<file path="src/rtl/clz_seq_unit.sv">
`default_nettype none
// ============================================================================
//  Module      : clz_seq_unit
//  Description : Multi-cycle count-leading-zeros / count-leading-ones unit
//                for the EX stage. Scans the operand STEP bits per cycle from
//                the MSB down, returns a 32-bit count with a one-cycle done
//                pulse, stalls the pipeline while a scan is in flight and
//                aborts on a pipeline flush.
//  Revision    : 1.0 - initial release
// ============================================================================
module clz_seq_unit #(
  parameter int WIDTH = 32,
  parameter int STEP  = 8
) (
  input  logic             clk,
  input  logic             rst,
  input  logic             start,
  input  logic             is_clo,
  input  logic [WIDTH-1:0] data,
  input  logic             flush,
  output logic             busy,
  output logic             done,
  output logic [31:0]      result,
  output logic             stall
);

  // --------------------------------------------------------------------------
  // Derived sizes
  // --------------------------------------------------------------------------
  localparam int c_NUM_CHUNKS = WIDTH / STEP;
  // Running count must hold WIDTH itself, hence log2(WIDTH)+1 bits.
  localparam int c_CNT_W      = $clog2(WIDTH) + 1;
  localparam int c_CHUNK_W    = (c_NUM_CHUNKS > 1) ? $clog2(c_NUM_CHUNKS) : 1;
  // In-chunk leading-zero count ranges 0..STEP.
  localparam int c_LZ_W       = $clog2(STEP) + 1;

  localparam logic [c_CHUNK_W-1:0] c_LAST_CHUNK = c_CHUNK_W'(c_NUM_CHUNKS - 1);
  localparam logic [c_CNT_W-1:0]   c_STEP_CNT   = c_CNT_W'(STEP);
  localparam logic [31:0]          c_FULL_COUNT = 32'(WIDTH);

  // --------------------------------------------------------------------------
  // State encoding
  // --------------------------------------------------------------------------
  localparam logic [1:0] c_IDLE = 2'd0;
  localparam logic [1:0] c_SCAN = 2'd1;
  localparam logic [1:0] c_DONE = 2'd2;

  // --------------------------------------------------------------------------
  // Registers
  // --------------------------------------------------------------------------
  logic [1:0]           r_state;
  logic [WIDTH-1:0]     r_op;      // operand, shifted left one chunk per scan cycle
  logic [c_CNT_W-1:0]   r_cnt;     // zeros counted in chunks already passed
  logic [c_CHUNK_W-1:0] r_chunk;   // index of the chunk now at the top of r_op
  logic [31:0]          r_result;

  // --------------------------------------------------------------------------
  // Combinational datapath
  // --------------------------------------------------------------------------
  logic [STEP-1:0]    w_top;
  logic               w_top_zero;
  logic               w_last;
  logic [c_LZ_W-1:0]  w_lz;
  logic [WIDTH-1:0]   w_op_in;
  logic               w_accept;
  logic [31:0]        w_hit_count;

  // CLO reuses the CLZ datapath on the inverted operand.
  assign w_op_in    = is_clo ? ~data : data;
  assign w_top      = r_op[WIDTH-1 -: STEP];
  assign w_top_zero = (w_top == '0);
  assign w_last     = (r_chunk == c_LAST_CHUNK);
  // A start is taken in IDLE or DONE only; flush always wins over start.
  assign w_accept   = start & ~flush & (r_state != c_SCAN);

  // Priority encode the top chunk: the highest set bit defines the in-chunk count.
  always_comb begin
    w_lz = c_LZ_W'(STEP);
    for (int i = 0; i < STEP; i++) begin
      if (w_top[i]) begin
        w_lz = c_LZ_W'(STEP - 1 - i);
      end
    end
  end

  assign w_hit_count = 32'(r_cnt) + 32'(w_lz);

  // --------------------------------------------------------------------------
  // Sequencer: IDLE -> SCAN (one chunk per cycle) -> DONE
  // --------------------------------------------------------------------------
  // State, operand, running count and result registers.
  always_ff @(posedge clk) begin
    if (rst) begin
      r_state  <= c_IDLE;
      r_op     <= '0;
      r_cnt    <= '0;
      r_chunk  <= '0;
      r_result <= '0;
    end else begin
      case (r_state)
        c_IDLE: begin
          if (w_accept) begin
            r_op    <= w_op_in;
            r_cnt   <= '0;
            r_chunk <= '0;
            r_state <= c_SCAN;
          end
        end

        c_SCAN: begin
          if (flush) begin
            // Abandon the scan; result keeps the last completed value.
            r_state <= c_IDLE;
          end else if (w_top_zero) begin
            if (w_last) begin
              r_result <= c_FULL_COUNT;
              r_state  <= c_DONE;
            end else begin
              r_cnt   <= r_cnt + c_STEP_CNT;
              r_op    <= r_op << STEP;
              r_chunk <= r_chunk + 1'b1;
            end
          end else begin
            r_result <= w_hit_count;
            r_state  <= c_DONE;
          end
        end

        c_DONE: begin
          // Back-to-back requests are accepted straight out of DONE.
          if (w_accept) begin
            r_op    <= w_op_in;
            r_cnt   <= '0;
            r_chunk <= '0;
            r_state <= c_SCAN;
          end else begin
            r_state <= c_IDLE;
          end
        end

        default: begin
          r_state <= c_IDLE;
        end
      endcase
    end
  end

  // --------------------------------------------------------------------------
  // Outputs
  // --------------------------------------------------------------------------
  assign busy   = (r_state == c_SCAN);
  assign done   = (r_state == c_DONE);
  assign result = r_result;
  // Stall while scanning and in the cycle a new request is accepted; DONE
  // without a new start leaves stall low so the pipeline captures result.
  assign stall  = ~rst & (w_accept | (r_state == c_SCAN));

endmodule
`default_nettype wire
</file>
<file path="config.mk">
export PLATFORM = sky130hd
export DESIGN_NAME = clz_seq_unit
export DESIGN_NICKNAME = d
export VERILOG_FILES = /design/src/rtl/clz_seq_unit.sv
export SDC_FILE = /design/constraint.sdc
export NUM_CORES = 1
export LEC_CHECK = 0
export BUFFER_PORTS_ARGS = -buffer_cell sky130_fd_sc_hd__buf_4
export CORE_ASPECT_RATIO = 1.25
export CORE_UTILIZATION = 48
export DETAILED_ROUTE_END_ITERATION = 6
export PLACE_DENSITY = 0.78
export SYNTH_ARGS = -nofsm -noshare
export SYNTH_HDL_FRONTEND = slang
export SYNTH_SLANG_ARGS = --single-unit
</file>
<file path="constraint.sdc">
create_clock -name clk -period 1.97 [get_ports clk]
set_input_delay 0.197 -clock clk [delete_from_list [all_inputs] [get_ports clk]]
set_output_delay 0.197 -clock clk [all_outputs]
set_load 0.03 [all_outputs]
</file>
# == After elaboration in Yosys (flattened, before gate mapping) ==
# Index checks and enable logic that the tools add are counted.
# word_totals
ramBits,0
n_memories,0
wordCells,65
reg_bits,74
mem_bits_ro,0
latch_bits,0
output_inout_bits,35
input_bits,37
# op_classes
mul,0
eq_ne,11
add_sub_neg,3
shifts,0
bitwise,7
order_cmp,0
n_reduce_logical,7
mux,32
n_div,0
# op_table
op,count
two-way mux 32 bit,7
one-hot mux 32 bit (2 select lines),1
two-way mux 4 bit,8
NOT 32 bit,1
two-way mux 6 bit,4
two-way mux 2 bit,8
one-hot mux 6 bit (2 select lines),1
logical NOT 8 bit,1
inequality test 2 x 1 -> 1 bit (second input constant),4
adder 6 x 4 -> 7 bit,1
adder 6 x 4 -> 6 bit (second input constant),1
inequality test 2 bit (second input constant),3
one-hot mux 2 bit (3 select lines),1
AND reduction 5 bit,1
equality test 2 bit (second input constant),2
inequality test 4 x 3 -> 1 bit (second input constant),1
one-hot mux 2 bit (2 select lines),1
bitwise AND 1 bit,3
AND reduction 3 bit,1
adder 2 x 1 -> 2 bit (second input constant),1
equality test 2 x 1 -> 1 bit (second input constant),1
logical NOT 2 bit,1
NOT 1 bit,2
AND reduction 2 bit,1
4 further kinds,4

# == Logic depth before layout (Yosys ltp) ==
# Gate-level depths: netlist of the first run.
# depth
word_depth,10
ltp_mapped,7
mapped_depth_nobuf,6

# == Least setup slack after synthesis of the first run ==
# No wires, ideal clock.
# synth_timing
path_type,register to register
start,register r_op[28]
end,register r_op[19]
synth_period_minus_slack_ns,2.042
t_arrival_ns,1.912
setup_time_ns,0.130
path_slack_ns,-0.072
t_required_ns,1.840
stages_incl_launch_ff,8
n_path_buf,3
path_cell_list,dfxtp_1 -> or4_1 -> buf_2 -> or4_1 -> buf_2 -> buf_6 -> nand4b_1 -> o31ai_1
# synth_via
elab_chain_cells,3
# synth_lines
element,line,text
"start, declared",52,logic [WIDTH-1:0] r_op;
"start signal, assigned",103,r_op <= w_op_in;
"start signal, assigned",120,r_op <= r_op << STEP;
"start signal, assigned",132,r_op <= w_op_in;
logical NOT 8 bit,71,assign w_top_zero = (w_top == '0);
inequality test 2 x 1 -> 1 bit (no line),n/a,
AND reduction 5 bit (no line),n/a,
# Every way passes these cells.
# A chain may end at the register's enable or synchronous reset.

# == Final worst setup path of the first run ==
# layout_timing
start,register r_op[31]
end,register r_op[16]
# Same word-level chain as after synthesis.

==> impl_summary.txt, run 1 <==
----------------------------------------------------
[Route]
  Via density per instance ... 5.45
  Number of iterations in the first detailed-routing pass ... 4
  Vias ... 2,311
  Initial detailed-routing violation count ... 102
  Post-detailed-route count of antenna-violating nets ... 0
  Detail-routed net length per standard cell ... 13.4 um
  Routed WL ... 5.68 mm
  Remaining routing DRC violations ... 0

[Clock tree]
  Depth of the CTS H-tree ... 2
  Clock slew seen by the registers of the worst setup and hold paths ... 0.08 ns
  Total number of clock tree sinks ... 46
  Worst-skew pair later-pin latency ... 0.30 ns
  Clock tree from TritonCTS ... yes
  Clock buffer count from CTS ... 5
  Longest Clk Path Bufs ... 2
  Clk root buf ... sky130_fd_sc_hd__clkbuf_8

[Place]
  HPWL after detailed placement ... 4.01 mm
  Final estimated routing congestion in global placement ... 0.799
  Port buffer count ... 46

[Logic synthesis]
  Largest cells by area after synthesis ... sky130_fd_sc_hd__dfxtp_1 34%, sky130_fd_sc_hd__nand4b_1 11%, sky130_fd_sc_hd__xnor2_1 10%
  Register bit count reported by yosys ... 46
  Avg Inst Size Synth ... 8.59 um2
  List of most frequent post-synthesis cells ... 46 x sky130_fd_sc_hd__dfxtp_1, 35 x sky130_fd_sc_hd__nor2_1, 33 x sky130_fd_sc_hd__nand4b_1
  Flip-flop cell with the highest count after synthesis ... sky130_fd_sc_hd__dfxtp_1
  Count of different cell masters after synthesis ... 36
  Total of warnings raised by yosys ... 0
  Gate count after technology mapping ... 316
  Synth Cell Area ... 0.00271 mm2
  Fraction of the yosys area taken by sequential cells ... 0.339
  Number of enable flip-flop cells after synthesis ... 0
  Post-synth top area cell ... sky130_fd_sc_hd__dfxtp_1
  Top cell type's share of synthesized area ... 0.339
  Most instantiated library cell after synthesis ... sky130_fd_sc_hd__dfxtp_1
  Share of flip-flops with an asynchronous set or reset ... 0

[Timing]
  Tmin final ... 1.96 ns
  Setup repair after global routing missed its margin ... yes
  Final clock skew ... 0.00679 ns
  Number of slew-limit violations in the final report ... 0
  Worst max-slew margin expressed relative to the limit ... 0.616
  FMAX ... 510 MHz
  Hold Fails Final Rpt ... 0
  Count of final setup violators ... 0
  Transition time of the tightest slew-check pin ... 0.576 ns
  Final critical-path share of the clock period ... 0.996

[Die]
  FP Rows ... 30
  Initial core utilization ... 0.499
  Area of the core ... 0.00544 mm2
  Height of the chip ... 86.1 um
  Die area ... 0.00596 mm2
  Boundary Pins ... 72
  Horiz. Die Dim ... 69.3 um

[GRT]
  Antenna violations before repair ... 0
  GRT overflow ... 0
  Global-route wire length before repair ... 9.45 mm
  GRT Overall Usage ... 0.194
  Vias in the first global route ... 2,091
  Pin count of the biggest net entering global routing ... 74

[Hold path]
  Hold path cells ... 3
  Tightest Hold Check Type ... in -> reg

[Pwr]
  Leak pwr ... 1.30 nW
  Max IR drop VDD ... 0.326 mV
  Power, Total ... 2.25 mW
  Pwr dens ... 689 mW/mm2

[Setup path]
  Cells along the critical path ... or4_4 > or4_4 > buf_12 > nand4b_1 > o31ai_2
  Crit. End Element ... register
  Maximum single-stage delay on the critical path ... 0.59 ns
  Arrival time reported for the critical path endpoint ... 2.13 ns
  Sort of element at the start of the critical path ... register
  Cell mode on critical path ... sky130_fd_sc_hd__or4_4
  Maximum fanout encountered on the critical timing path ... 16
  Library cell contributing the largest single delay on the critical path ... sky130_fd_sc_hd__or4_4
  Crit Path Class ... reg -> reg
  Required time of the critical path ... 2.14 ns
  Cells on worst reg2reg path ... 5

[Finish]
  Share of cells above drive strength 1 ... 0.264
  Growth of design area from synthesis to finish ... 20.5%
  Antenna Diode Count ... 0
  Finished Core Util ... 0.601
  Final-stage net count ... 399

[Run]
  Max capacitance violation total ... 0

[Status]
  Status ... completed

----------------------------------------------------
worst paths after layout:
kind                                 from   endpoint  slack (ns)
worst min-delay path              data[3]    r_op[3]        0.18
worst max register to register   r_op[31]   r_op[16]       0.008
worst max-delay path             r_op[31]   r_op[16]       0.008
worst min register to register  result[6]  result[6]        0.45
per-layer routing:
metal  track usage  up-vias  wire [um]
met5             0        -          0
met2         0.342       70       2970
li1              -     1167          -
met4        0.0816        0        155
met3        0.0364       14        231
met1         0.229     1060       2320
critical path: cells and delay by family (launching register included):
family | cells | cell delay [ns]
and+or+nand+nor | 3 | 1.24
buffers and inverters | 1 | 0.18
DFF | 1 | 0.33
AOI/OAI and AO/OA | 1 | 0.08
state kept, by name, indices dropped and copies added (netlist names):
register	cells
r_op	32
r_chunk	2
result	7
r_state	2
r_cnt	3
cells in the final DEF, fill, tap and decap left out, drive strengths merged, types with 4 or more instances in the layout:
cell,count
or4,4
nand2,4
conb,25
clkbuf,5
nor2,35
dfxtp,46
nand3,4
a21oi,30
buf,69
xnor2,32
nand4b,33
inv,4
o31ai,33
o21ai,4
final cells by class:
class / count / area [um2]
clock buffers: 5 / 68.8
clock inverters: 3 / 40.0
fillers: 504 / 2170
inverters: 4 / 15.0
flip-flops and latches: 46 / 923
well taps: 64 / 80.1
repair buffers: 69 / 559
multi-input cells: 233 / 1580
logic make-up after synthesis:
| family | count (synthesis) | share of synthesized area |
|---|---|---|
| other | 1 | 0.00138 |
| adders and majority gates | 3 | 0.0138 |
| and+or+nand+nor | 94 | 0.219 |
| xor gates and xnor gates | 34 | 0.110 |
| buffers and inverters | 61 | 0.130 |
| DFF | 46 | 0.339 |
| AOI/OAI and AO/OA | 77 | 0.187 |
stage by stage:
stage / TNS, ns / cell area, um2 / std cells / hold WS, ns / setup slack (ns)
CTS: 0 / 3240 / 423 / 0.174 / 0.00599
global route: -0.128 / 3270 / 424 / 0.178 / -0.0473
finish: 0 / 3270 / 424 / 0.178 / 0.00821
global placement: 0 / 3100 / 415 / 0.438 / 0.0253
detailed placement: -0.0371 / 3100 / 415 / 0.446 / -0.0371
floorplan: -0.768 / 2820 / 340 / 0.395 / -0.0269
report_power, final:
group / total, mW / internal [mW] / switching [mW]
sequential: 1.01 / 0.981 / 0.0313
combinational: 0.561 / 0.243 / 0.318
clock: 0.681 / 0.373 / 0.308
repair_timing:
item / in CTS / in global routing
endpoints found under the setup margin: 3 / 38
gates resized for setup: 5 / 6
setup buffers: 0 / 1
endpoints found under the hold margin: 0 / 0
hold buffers: 0 / 0
cloned: 0 / 0
pin swaps: 0 / 2
No activity file was read; power rests on OpenSTA's default activity.
==> inputs of run 2 (changes only) <==
==> config.mk (replaced) <==
export PLATFORM = sky130hd
export DESIGN_NAME = clz_seq_unit
export DESIGN_NICKNAME = d
export VERILOG_FILES = /design/src/rtl/clz_seq_unit.sv
export SDC_FILE = /design/constraint.sdc
export NUM_CORES = 1
export LEC_CHECK = 0
export CORE_ASPECT_RATIO = 1.25
export CORE_UTILIZATION = 55
export DETAILED_ROUTE_END_ITERATION = 6
export DONT_BUFFER_PORTS = 1
export PLACE_DENSITY = 0.74
export SYNTH_ARGS = -nofsm -noshare
export SYNTH_HDL_FRONTEND = slang
export SYNTH_SLANG_ARGS = --single-unit
==> impl_summary.txt, run 2 (synthesis gave the netlist of run 1 again) <==
----------------------------------------------------
[GRT]
  Vias in the first global route ... 1,999
  Pin count of the biggest net entering global routing ... 57
  GRT Overall Usage ... 0.230
  GRT overflow ... 0
  Antenna violations before repair ... 0
  Global-route wire length before repair ... 9.19 mm

[Timing]
  Hold Fails Final Rpt ... 0
  Tmin final ... 1.95 ns
  Count of final setup violators ... 0
  Number of slew-limit violations in the final report ... 0
  Worst hold slack after final layout ... 0.0944 ns
  Final critical-path share of the clock period ... 0.990
  Final clock skew ... 0.00768 ns
  Worst max-slew margin expressed relative to the limit ... 0.612
  Transition time of the tightest slew-check pin ... 0.581 ns
  Setup repair after global routing missed its margin ... yes
  FMAX ... 513 MHz

[Clock tree]
  Total number of clock tree sinks ... 46
  Longest Clk Path Bufs ... 2
  Depth of the CTS H-tree ... 2
  Clock slew seen by the registers of the worst setup and hold paths ... 0.08 ns
  Clock tree from TritonCTS ... yes
  Worst-skew pair later-pin latency ... 0.29 ns
  Clock buffer count from CTS ... 5
  Clk root buf ... sky130_fd_sc_hd__clkbuf_8

[Die]
  Initial core utilization ... 0.574
  FP Rows ... 28
  Boundary Pins ... 72
  Die area ... 0.00522 mm2
  Horiz. Die Dim ... 64.8 um
  Height of the chip ... 80.5 um
  Area of the core ... 0.00473 mm2

[Finish]
  Growth of design area from synthesis to finish ... 9.36%
  Final-layout fill cell count ... 426
  Leading cell type in the layout, fill and taps excluded ... sky130_fd_sc_hd__dfxtp_1
  Final-stage net count ... 354
  Share of cells above drive strength 1 ... 0.175
  Register bank with the most flops ... r_op
  Finished Core Util ... 0.628
  Antenna Diode Count ... 0
  Most frequent cells in the layout ... 43 x sky130_fd_sc_hd__dfxtp_1, 33 x sky130_fd_sc_hd__nor2_1, 33 x sky130_fd_sc_hd__nand4b_1
  Flip-flop count of the largest register after layout ... 32
  Final std cell area, no fill ... 0.00297 mm2

[Pwr]
  Internal cell power ... 1.47 mW
  Net switching fraction of the power ... 0.299
  Relative contribution of sequential cells to total power ... 0.485
  Pwr dens ... 707 mW/mm2
  Power share of the combinational group ... 0.233
  Proportion of power drawn by the clock network ... 0.281
  Leak pwr ... 1.08 nW
  Net switching component of the power ... 0.628 mW
  Max IR drop VDD ... 0.462 mV

[Setup path]
  Required time of the critical path ... 2.16 ns
  Worst reg2reg endpoint ... r_op[18]
  Crit. End Element ... register
  Reg2reg start ... r_op[27]
  Cells on worst reg2reg path ... 5
  Cells along the critical path ... or4_4 > or4_4 > buf_12 > nand4b_1 > o31ai_2
  Crit Path Class ... reg -> reg
  Arrival time reported for the critical path endpoint ... 2.14 ns
  Worst R2R Setup Slack ... 0.02 ns
  Launching instance or port of the critical path ... r_op[27]
  Cell mode on critical path ... sky130_fd_sc_hd__or4_4
  Library cell contributing the largest single delay on the critical path ... sky130_fd_sc_hd__or4_4
  Sort of element at the start of the critical path ... register
  Maximum fanout encountered on the critical timing path ... 21
  Maximum single-stage delay on the critical path ... 0.59 ns

[Route]
  Post-detailed-route count of antenna-violating nets ... 0
  Routed WL ... 5.76 mm
  Number of iterations in the first detailed-routing pass ... 4
  Vias ... 2,172
  Remaining routing DRC violations ... 0
  Via density per instance ... 5.79
  Initial detailed-routing violation count ... 86
  Detail-routed net length per standard cell ... 15.4 um

[Place]
  Port buffer count ... 0
  Final estimated routing congestion in global placement ... 0.784
  HPWL after detailed placement ... 3.73 mm
  Instance area after placement ... 0.00274 mm2

[Status]
  Status ... completed

[Hold path]
  Worst Hold End ... r_op[27]
  Hold path cells ... 2
  Hold path startpoint ... rst
  Tightest Hold Check Type ... in -> reg

[Run]
  Max capacitance violation total ... 0

----------------------------------------------------
## run 2: how the worst max path moves through the flow
| stage | endpoint | slack, ns | cells after the start |
|---|---|---|---|
| after floorplan | r_op[19] | -0.03 | 7 |
| after global placement | r_cnt[5] | -0.02 | 5 |
| after detailed placement | r_cnt[5] | -0.08 | 5 |
| after CTS | r_op[5] | 0.02 | 6 |
| after global routing | r_op[3] | -0.02 | 5 |
| final | r_op[18] | 0.02 | 5 |
## run 2: per-stage QoR
stage                     setup TNS, ns  instances  worst slack [ns]  total power, mW
after floorplan                  -0.768        340           -0.0269             1.45
after global placement          -0.0231        363           -0.0231             1.46
after detailed placement         -0.106        363           -0.0774             1.47
after CTS                             0        373            0.0196             2.08
after global routing             -0.144        375           -0.0217             2.20
final                                 0        375            0.0195             2.10
## run 2: what timing repair did
action | 4_1_cts | 5_1_grt
pin swaps | 0 | 10
endpoints found under the hold margin | 33 | 1
gates resized for setup | 5 | 15
hold buffers | 2 | 1
setup buffers | 0 | 1
endpoints found under the setup margin | 8 | 26
## run 2: area by class of cell
| cell class | instances | area (um2) | share of cell area |
|---|---|---|---|
| flip-flops and latches | 46 | 925 | 0.312 |
| clock inverters | 1 | 5.00 | 0.00169 |
| clock buffers | 7 | 86.3 | 0.0291 |
| inverters | 4 | 15.0 | 0.00506 |
| multi-input cells | 233 | 1620 | 0.546 |
| well taps | 60 | 75.1 | 0.0253 |
| repair buffers | 24 | 243 | 0.0818 |
## run 2: power by group through the flow
stage / sequential, mW / combinational (mW) / clock (mW)
after floorplan: 1.03 / 0.413 / 0
after global placement: 1.04 / 0.428 / 0
after detailed placement: 1.04 / 0.432 / 0
after CTS: 1.02 / 0.461 / 0.602
after global routing: 1.02 / 0.533 / 0.645
final: 1.02 / 0.489 / 0.590
## run 2: per-layer routing
layer | vias to the layer above | track usage | part of all wire
met3 | 6 | 0.0483 | 0.043
li1 | 1081 | - | -
met1 | 1018 | 0.272 | 0.43
met2 | 67 | 0.404 | 0.51
met5 | - | 0 | 0
met4 | 0 | 0.0756 | 0.011
## run 2: critical path, delay by kind of cell (launching register included)
kind	cells	cell delay, ns
buffers and inverters	1	0.19
AND/OR/NAND/NOR	3	1.25
AO/OA/AOI/OAI	1	0.07
flip-flops	1	0.33
